--- src/rtl/mean_sched_pkg.sv ---
`default_nettype none
// ============================================================================
//  Module      : mean_sched_pkg
//  Description : Shared constants and helpers for the 16-channel
//                time-multiplexed running-mean scheduler.
//  Revision    : 1.0 - initial release
// ============================================================================
package mean_sched_pkg;

  localparam int NCH = 16;  // number of acquisition channels
  localparam int DW  = 16;  // sample / result width
  localparam int CHW = 4;   // channel index width

  // Accumulator width that holds 2^shift full-scale samples without overflow
  function automatic int acc_width(input int shift);
    return DW + shift;
  endfunction

  // Extract the signed sample of one channel from the flat data bus
  function automatic logic signed [DW-1:0] ch_slice(input logic [NCH*DW-1:0] data,
                                                    input logic [CHW-1:0]    ch);
    return data[int'(ch)*DW +: DW];
  endfunction

endpackage
`default_nettype wire

--- src/rtl/rr_arbiter.sv ---
`default_nettype none
// ============================================================================
//  Module      : rr_arbiter
//  Description : Combinational N-way round-robin arbiter. The search starts
//                one past the previous winner; the pointer register is kept
//                by the parent.
//  Revision    : 1.0 - initial release
// ============================================================================
module rr_arbiter #(
  parameter int N = 16
) (
  input  logic [N-1:0]         req,
  input  logic                 enable,
  input  logic [$clog2(N)-1:0] last_grant,
  output logic                 grant_valid,
  output logic [$clog2(N)-1:0] grant_idx
);

  localparam int IW = $clog2(N);

  // Scan from the farthest offset down to the nearest so the closest
  // requester after last_grant is the one left standing.
  always_comb begin
    grant_valid = 1'b0;
    grant_idx   = '0;
    if (enable) begin
      for (int i = N; i >= 1; i--) begin
        if (req[(int'(last_grant) + i) % N]) begin
          grant_valid = 1'b1;
          grant_idx   = IW'((int'(last_grant) + i) % N);
        end
      end
    end
  end

endmodule
`default_nettype wire

--- src/rtl/mean_scheduler.sv ---
`default_nettype none
// ============================================================================
//  Module      : mean_scheduler
//  Description : Shares one running-mean datapath across 16 channels. Samples
//                are captured into hold registers, granted round-robin into
//                per-channel accumulators, and every 2^SHIFT samples of a
//                channel a channel-tagged mean is presented on a
//                valid/ready output register.
//  Revision    : 1.0 - initial release
// ============================================================================
module mean_scheduler
  import mean_sched_pkg::*;
#(
  parameter int SHIFT = 3
) (
  input  logic                CLK,
  input  logic                RESET,
  input  logic [NCH-1:0]      CH_VALID,
  input  logic [NCH*DW-1:0]   CH_DATA,
  input  logic                OUT_READY,
  input  logic                CLR_OVR,
  output logic                OUT_VALID,
  output logic [CHW-1:0]      OUT_CH,
  output logic [DW-1:0]       OUT_DATA,
  output logic [NCH-1:0]      OVERRUN
);

  localparam int AW     = acc_width(SHIFT);
  localparam int AMOUNT = 1 << SHIFT;
  // SHIFT=0 needs no counter, but keep one bit so the array stays legal
  localparam int CW     = (SHIFT > 0) ? SHIFT : 1;
  localparam logic [CW-1:0] CNT_LAST = CW'(AMOUNT - 1);

  // Capture stage
  logic signed [DW-1:0] hold_q [NCH];
  logic signed [DW-1:0] hold_d [NCH];
  logic [NCH-1:0]       pending_q, pending_d;
  logic [NCH-1:0]       overrun_q, overrun_d;

  // Accumulate stage
  logic signed [AW-1:0] acc_q [NCH];
  logic signed [AW-1:0] acc_d [NCH];
  logic [CW-1:0]        cnt_q [NCH];
  logic [CW-1:0]        cnt_d [NCH];
  logic [CHW-1:0]       last_grant_q, last_grant_d;

  // Output register
  logic                 out_valid_q, out_valid_d;
  logic [CHW-1:0]       out_ch_q, out_ch_d;
  logic signed [DW-1:0] out_data_q, out_data_d;

  // Arbitration
  logic                 slot_free;
  logic                 grant_valid;
  logic [CHW-1:0]       grant_idx;
  logic signed [AW-1:0] sum;

  // Grants only when the output register is empty or emptying this edge
  assign slot_free = !out_valid_q || OUT_READY;

  rr_arbiter #(
    .N (NCH)
  ) u_arb (
    .req         (pending_q),
    .enable      (slot_free),
    .last_grant  (last_grant_q),
    .grant_valid (grant_valid),
    .grant_idx   (grant_idx)
  );

  // Capture new samples, retire granted ones and flag samples lost to overwrite
  always_comb begin
    hold_d    = hold_q;
    pending_d = pending_q;
    overrun_d = overrun_q;
    if (CLR_OVR) begin
      overrun_d = '0;
    end
    if (grant_valid) begin
      pending_d[grant_idx] = 1'b0;
    end
    for (int n = 0; n < NCH; n++) begin
      if (CH_VALID[n]) begin
        // An unconsumed sample being overwritten is a loss; applied after the
        // clear so a same-cycle set wins.
        if (pending_q[n] && !(grant_valid && (grant_idx == CHW'(n)))) begin
          overrun_d[n] = 1'b1;
        end
        hold_d[n]    = ch_slice(CH_DATA, CHW'(n));
        pending_d[n] = 1'b1;
      end
    end
  end

  // Accumulate the granted sample, or close the average and load the output
  always_comb begin
    acc_d        = acc_q;
    cnt_d        = cnt_q;
    last_grant_d = last_grant_q;
    out_valid_d  = out_valid_q;
    out_ch_d     = out_ch_q;
    out_data_d   = out_data_q;
    sum          = acc_q[grant_idx] + AW'(hold_q[grant_idx]);

    if (out_valid_q && OUT_READY) begin
      out_valid_d = 1'b0;
    end

    if (grant_valid) begin
      last_grant_d = grant_idx;
      if (cnt_q[grant_idx] != CNT_LAST) begin
        acc_d[grant_idx] = sum;
        cnt_d[grant_idx] = cnt_q[grant_idx] + CW'(1);
      end else begin
        out_valid_d      = 1'b1;
        out_ch_d         = grant_idx;
        // Arithmetic shift floors toward minus infinity
        out_data_d       = DW'(sum >>> SHIFT);
        acc_d[grant_idx] = '0;
        cnt_d[grant_idx] = '0;
      end
    end
  end

  // State registers; reset discards any partial averages
  always_ff @(posedge CLK) begin
    if (RESET) begin
      for (int n = 0; n < NCH; n++) begin
        hold_q[n] <= '0;
        acc_q[n]  <= '0;
        cnt_q[n]  <= '0;
      end
      pending_q    <= '0;
      overrun_q    <= '0;
      last_grant_q <= CHW'(NCH - 1);
      out_valid_q  <= 1'b0;
      out_ch_q     <= '0;
      out_data_q   <= '0;
    end else begin
      hold_q       <= hold_d;
      acc_q        <= acc_d;
      cnt_q        <= cnt_d;
      pending_q    <= pending_d;
      overrun_q    <= overrun_d;
      last_grant_q <= last_grant_d;
      out_valid_q  <= out_valid_d;
      out_ch_q     <= out_ch_d;
      out_data_q   <= out_data_d;
    end
  end

  assign OUT_VALID = out_valid_q;
  assign OUT_CH    = out_ch_q;
  assign OUT_DATA  = out_data_q;
  assign OVERRUN   = overrun_q;

endmodule
`default_nettype wire

--- config.mk ---
export PLATFORM = sky130hd
export DESIGN_NAME = mean_scheduler
export DESIGN_NICKNAME = d
export VERILOG_FILES = /design/src/rtl/mean_sched_pkg.sv /design/src/rtl/rr_arbiter.sv /design/src/rtl/mean_scheduler.sv
export SDC_FILE = /design/constraint.sdc
export NUM_CORES = 2
export LEC_CHECK = 0
export BUFFER_PORTS_ARGS = -buffer_cell sky130_fd_sc_hd__buf_4
export CORE_AREA = 2 2 223 225
export CTS_CLUSTER_DIAMETER = 80
export CTS_CLUSTER_SIZE = 30
export DETAILED_ROUTE_END_ITERATION = 16
export DIE_AREA = 0 0 225 227
export PLACE_DENSITY = 0.85
export SLEW_MARGIN = 20
export SYNTH_ARGS = -nofsm -noshare
export SYNTH_HDL_FRONTEND = slang
export SYNTH_HIERARCHICAL = 1
export SYNTH_SLANG_ARGS = --single-unit
--- constraint.sdc ---
create_clock -name CLK -period 10.55 [get_ports CLK]
set_input_delay 0.5275 -clock CLK [delete_from_list [all_inputs] [get_ports CLK]]
set_output_delay 0.5275 -clock CLK [all_outputs]
set_load 0.03 [all_outputs]
==> results.txt <==
- Worst hold path stage count: 3
- Half-perimeter wire length after placement: 69.9 mm
* TritonCTS clock tree: done
- Synthesis warning total: 6
- Count of cells resized by post-cts repair: 0
- In this run the worst path has a maximum fanout of 47.
- Number of cells in the design after placement: 3772
- The count of cells in the finished layout, fillers not included, comes to 3830.
- Global placer's final weighted congestion: 0.983
* Number of buffers added on ports: 312
- The number of buffers and inverters on the critical path is 2.
* Number of rows created at floorplan: 81
- Pre-Repair DR Iteration Count: 6
* Average footprint of a synthesized cell: 10.1 sq um
- Across the run, the number of max-cap violations was 0.
- The number of global-route vias before repair came to 26094.
* Setup_tns: 0 ns
- The worst setup path is captured at a flop.
- Dividing the final minimum period by the clock period gives 0.822.
- The floorplan step defined a core boundary enclosing 48500 sq um.
- Register bit count reported by yosys: 665
- Per-cell via count in the routed design: 6.83
- Fill cell total of the finished layout: 3407
* Number of buffers inserted by hold repair at cts: 0
- In this run the number of H-tree levels came out at 1.
- After the first detailed-routing iteration, the DRC count stood at 3490.
- The critical path goes through inv_2 -> ha_1 -> mux4_1 -> mux2_2 -> mux2i_1 -> o21bai_1 -> a221oi_1 -> o21ai_0 -> a31oi_4 -> buf_12 -> mux4_2 -> mux4_2 -> ha_1 -> a211oi_1 -> o21bai_1 -> a21oi_1 -> o21ai_2 -> a31oi_1 -> xnor2_1 -> a22o_1.
* Fraction of the yosys area taken by sequential cells: 0.433
- Data required, critical path: 11.07 ns
* Layout overhead on the synthesized area: 11.4%
- Yosys mapped a number of flops with a built-in enable equal to 0.
- RSZ-0062 raised after global routing: false
- Prior to clock tree synthesis, the placed netlist has a worst setup slack of 1.95 ns.
* CP max stage delay: 0.88 ns
- The most used flip-flop cell after synthesis is sky130_fd_sc_hd__dfxtp_1.
- The worst setup path is launched from a flop.
* Distinct cell type count of the synthesized netlist: 80
- In this run the deepest clock path goes through 3 buffers.
- The detailed router placed 26143 vias in this run.
- The flow ran to the end, and the final reports show no timing, DRC or antenna violations.
- For the worst setup path, the data arrival time is 9.19 ns.
- Clock-pin slew was measured on the worst setup and hold paths at 0.12 ns.
* Initial Util: 0.633
- Once detail routing completed, the nets flagged for antenna violations numbered 0.
* WL per Instance: 26.6 microns
- Clock Sinks: 665
* HP Class: input port to flop
- The worst setup path is of the flop to flop kind.
- Antenna violations before repair: 12
* Measured slew at the worst slew-check pin: 1.26 ns
- The number of nets handed over by synthesis was 3355.
- Synthesis produced 3051 cells.
- Share of final-layout standard cells stronger than drive strength 1: 0.206
- Number of hold violations in the final report: 0
- In the global route stage, overall resource usage came out at 0.393.
* R2r worst-path depth: 20
* Wire length of the first global-routing pass: 152 mm
- Entering global routing, the biggest net connects 142 pins.
- Ports placed on the boundary: 313
- Clock root cell: sky130_fd_sc_hd__clkbuf_16
- Global routing finished with a remaining overflow of 0.
* Final slew viol count: 0
- Clk_lat worst skew: 0.66 ns
* Post-CTS Repair Setup Buffers: 0
- After detailed routing, the total wire length is 102 mm.
* Count of nets after finishing: 3486
* Final count of negative-setup-slack endpoints: 0
* Fmax: 115 MHz
- Min setup slack post-route: 1.88 ns
* Post-route DRC: 0
- The die is 227 microns tall.
* Async S/R FF share, synth: 0
* Final critical-path required period: 8.67 ns
- Horizontal die dimension: 225 microns
- For the final database, setup skew stands at 0.0506 ns.
- Util after Layout: 0.705
* Logic depth of the worst path, buffers included: 20
- The kind of cell with the highest combined delay along the critical path is compound AO/OA/AOI/OAI gates.
* Die outline area: 51100 sq um
* Max transition margin: 0.157
- Cell area after synthesis: 30700 sq um
* CTS Buf Count: 30
- Cell with the largest stage delay on the worst path: sky130_fd_sc_hd__ha_1
==> placed cells by master, fill, tap and decap left out, types with 30 or more instances in the layout <==
cell type and n:
sky130_fd_sc_hd__mux4_2 209, sky130_fd_sc_hd__dfxtp_1 665, sky130_fd_sc_hd__o21ai_0 81, sky130_fd_sc_hd__buf_4 343, sky130_fd_sc_hd__a22o_1 73, sky130_fd_sc_hd__nand3_1 67
sky130_fd_sc_hd__a22oi_1 38, sky130_fd_sc_hd__a21oi_1 217, sky130_fd_sc_hd__nor2_1 424, sky130_fd_sc_hd__clkbuf_16 30, sky130_fd_sc_hd__mux2i_1 284, sky130_fd_sc_hd__nand2_1 427
==> cell type report <==
cell class,count,area [sq um],area share
diodes,9,22.5,0.000658
inverters,21,78.8,0.00230
clock buffers,33,782,0.0228
flip-flops and latches,665,13300,0.389
multi-input cells,2115,16400,0.478
repair buffers,349,2690,0.0786
clock inverters,16,215,0.00629
well taps,622,778,0.0227
==> logic make-up (layout without fill, tap and decap cells) <==
kind of cell / Yosys count / in the layout / share of synthesized area
multiplexers: 528 / 528 / 0.265
flip-flops: 665 / 665 / 0.433
AO/OA/AOI/OAI: 527 / 527 / 0.111
adder cells (fa/ha/maj): 28 / 28 / 0.0116
AND/OR/NAND/NOR: 1003 / 1003 / 0.132
buffers and inverters: 271 / 419 / 0.0383
other: 0 / 9 / 0
XOR/XNOR: 29 / 29 / 0.00924
==> worst min-delay path, cell delays in order <==
cell                      delay [ns]
sky130_fd_sc_hd__buf_4          0.08
sky130_fd_sc_hd__mux2i_1        0.06
sky130_fd_sc_hd__nor2_1         0.07
==> cell usage after synthesis (3+ instances only) <==
library cell,number,area (sq um)
sky130_fd_sc_hd__xor2_1,10,87.6
sky130_fd_sc_hd__clkbuf_1,165,619
sky130_fd_sc_hd__nand3_1,69,345
sky130_fd_sc_hd__and3_1,8,50.1
sky130_fd_sc_hd__o21bai_1,4,30.0
sky130_fd_sc_hd__buf_4,8,60.1
sky130_fd_sc_hd__a31o_1,3,26.3
sky130_fd_sc_hd__nand4_1,8,50.1
sky130_fd_sc_hd__inv_1,18,67.6
sky130_fd_sc_hd__and2_1,6,37.5
sky130_fd_sc_hd__a32oi_1,16,140
sky130_fd_sc_hd__a211oi_1,6,45.0
sky130_fd_sc_hd__dfxtp_1,665,13300
sky130_fd_sc_hd__ha_1,27,338
sky130_fd_sc_hd__buf_2,36,180
sky130_fd_sc_hd__or2_2,3,18.8
sky130_fd_sc_hd__a21o_1,7,52.6
sky130_fd_sc_hd__a22o_1,73,639
sky130_fd_sc_hd__a21oi_2,3,26.3
sky130_fd_sc_hd__mux2_2,13,146
sky130_fd_sc_hd__buf_6,7,78.8
sky130_fd_sc_hd__mux4_1,12,315
sky130_fd_sc_hd__a21oi_1,218,1090
sky130_fd_sc_hd__nor2b_1,11,68.8
sky130_fd_sc_hd__mux2i_1,284,2840
sky130_fd_sc_hd__a32o_1,20,200
sky130_fd_sc_hd__xnor2_2,4,65.1
sky130_fd_sc_hd__o211ai_1,14,105
sky130_fd_sc_hd__nand2b_1,10,62.6
sky130_fd_sc_hd__o22ai_1,7,43.8
sky130_fd_sc_hd__o21ai_0,81,405
sky130_fd_sc_hd__nand3b_1,3,22.5
sky130_fd_sc_hd__a31oi_1,5,31.3
sky130_fd_sc_hd__buf_1,31,116
sky130_fd_sc_hd__mux2_1,7,78.8
sky130_fd_sc_hd__a22oi_1,38,285
sky130_fd_sc_hd__nor3_1,18,90.1
sky130_fd_sc_hd__xnor2_1,15,131
sky130_fd_sc_hd__a221oi_1,3,26.3
sky130_fd_sc_hd__o21a_1,3,22.5
sky130_fd_sc_hd__nor2_1,427,1600
sky130_fd_sc_hd__mux4_2,209,4710
sky130_fd_sc_hd__nand2_1,429,1610
==> routing by layer <==
layer,up-vias,GRT usage,share of wire
li1,11193,-,-
met1,12638,0.495,0.36
met2,1830,0.615,0.45
met3,478,0.0867,0.12
met4,4,0.258,0.074
met5,-,0,0.00023
==> flip-flops by register name, indices dropped and copies added (netlist names) <==
signal and cells:
OVERRUN 16, OUT_VALID 1, last_grant_q 4, OUT_DATA 16
hold_q 256, cnt_q 48, pending_q 16, OUT_CH 4
acc_q 304
==> path summary, 6_finish.rpt <==
kind	startpoint	endpoint	slack, ns
worst min register to register	acc_q[157]	acc_q[157]	0.46
worst min-delay path	CH_DATA[71]	hold_q[183]	0.1
worst max-delay path	last_grant_q[0]	acc_q[144]	1.88
worst max register to register	last_grant_q[0]	acc_q[144]	1.88
==> stage by stage <==
| step | instance area, sq um | hold WS [ns] |
|---|---|---|
| after floorplan | 30700 | 0.420 |
| after global placement | 33200 | 0.430 |
| after detailed placement | 33200 | 0.443 |
| after CTS | 34200 | 0.0963 |
| after global routing | 34200 | 0.106 |
| final | 34200 | 0.0995 |
Power is left out: the tool's default activity adds up to more than one toggle a clock period on the data nets, which glitch-free logic cannot reach.
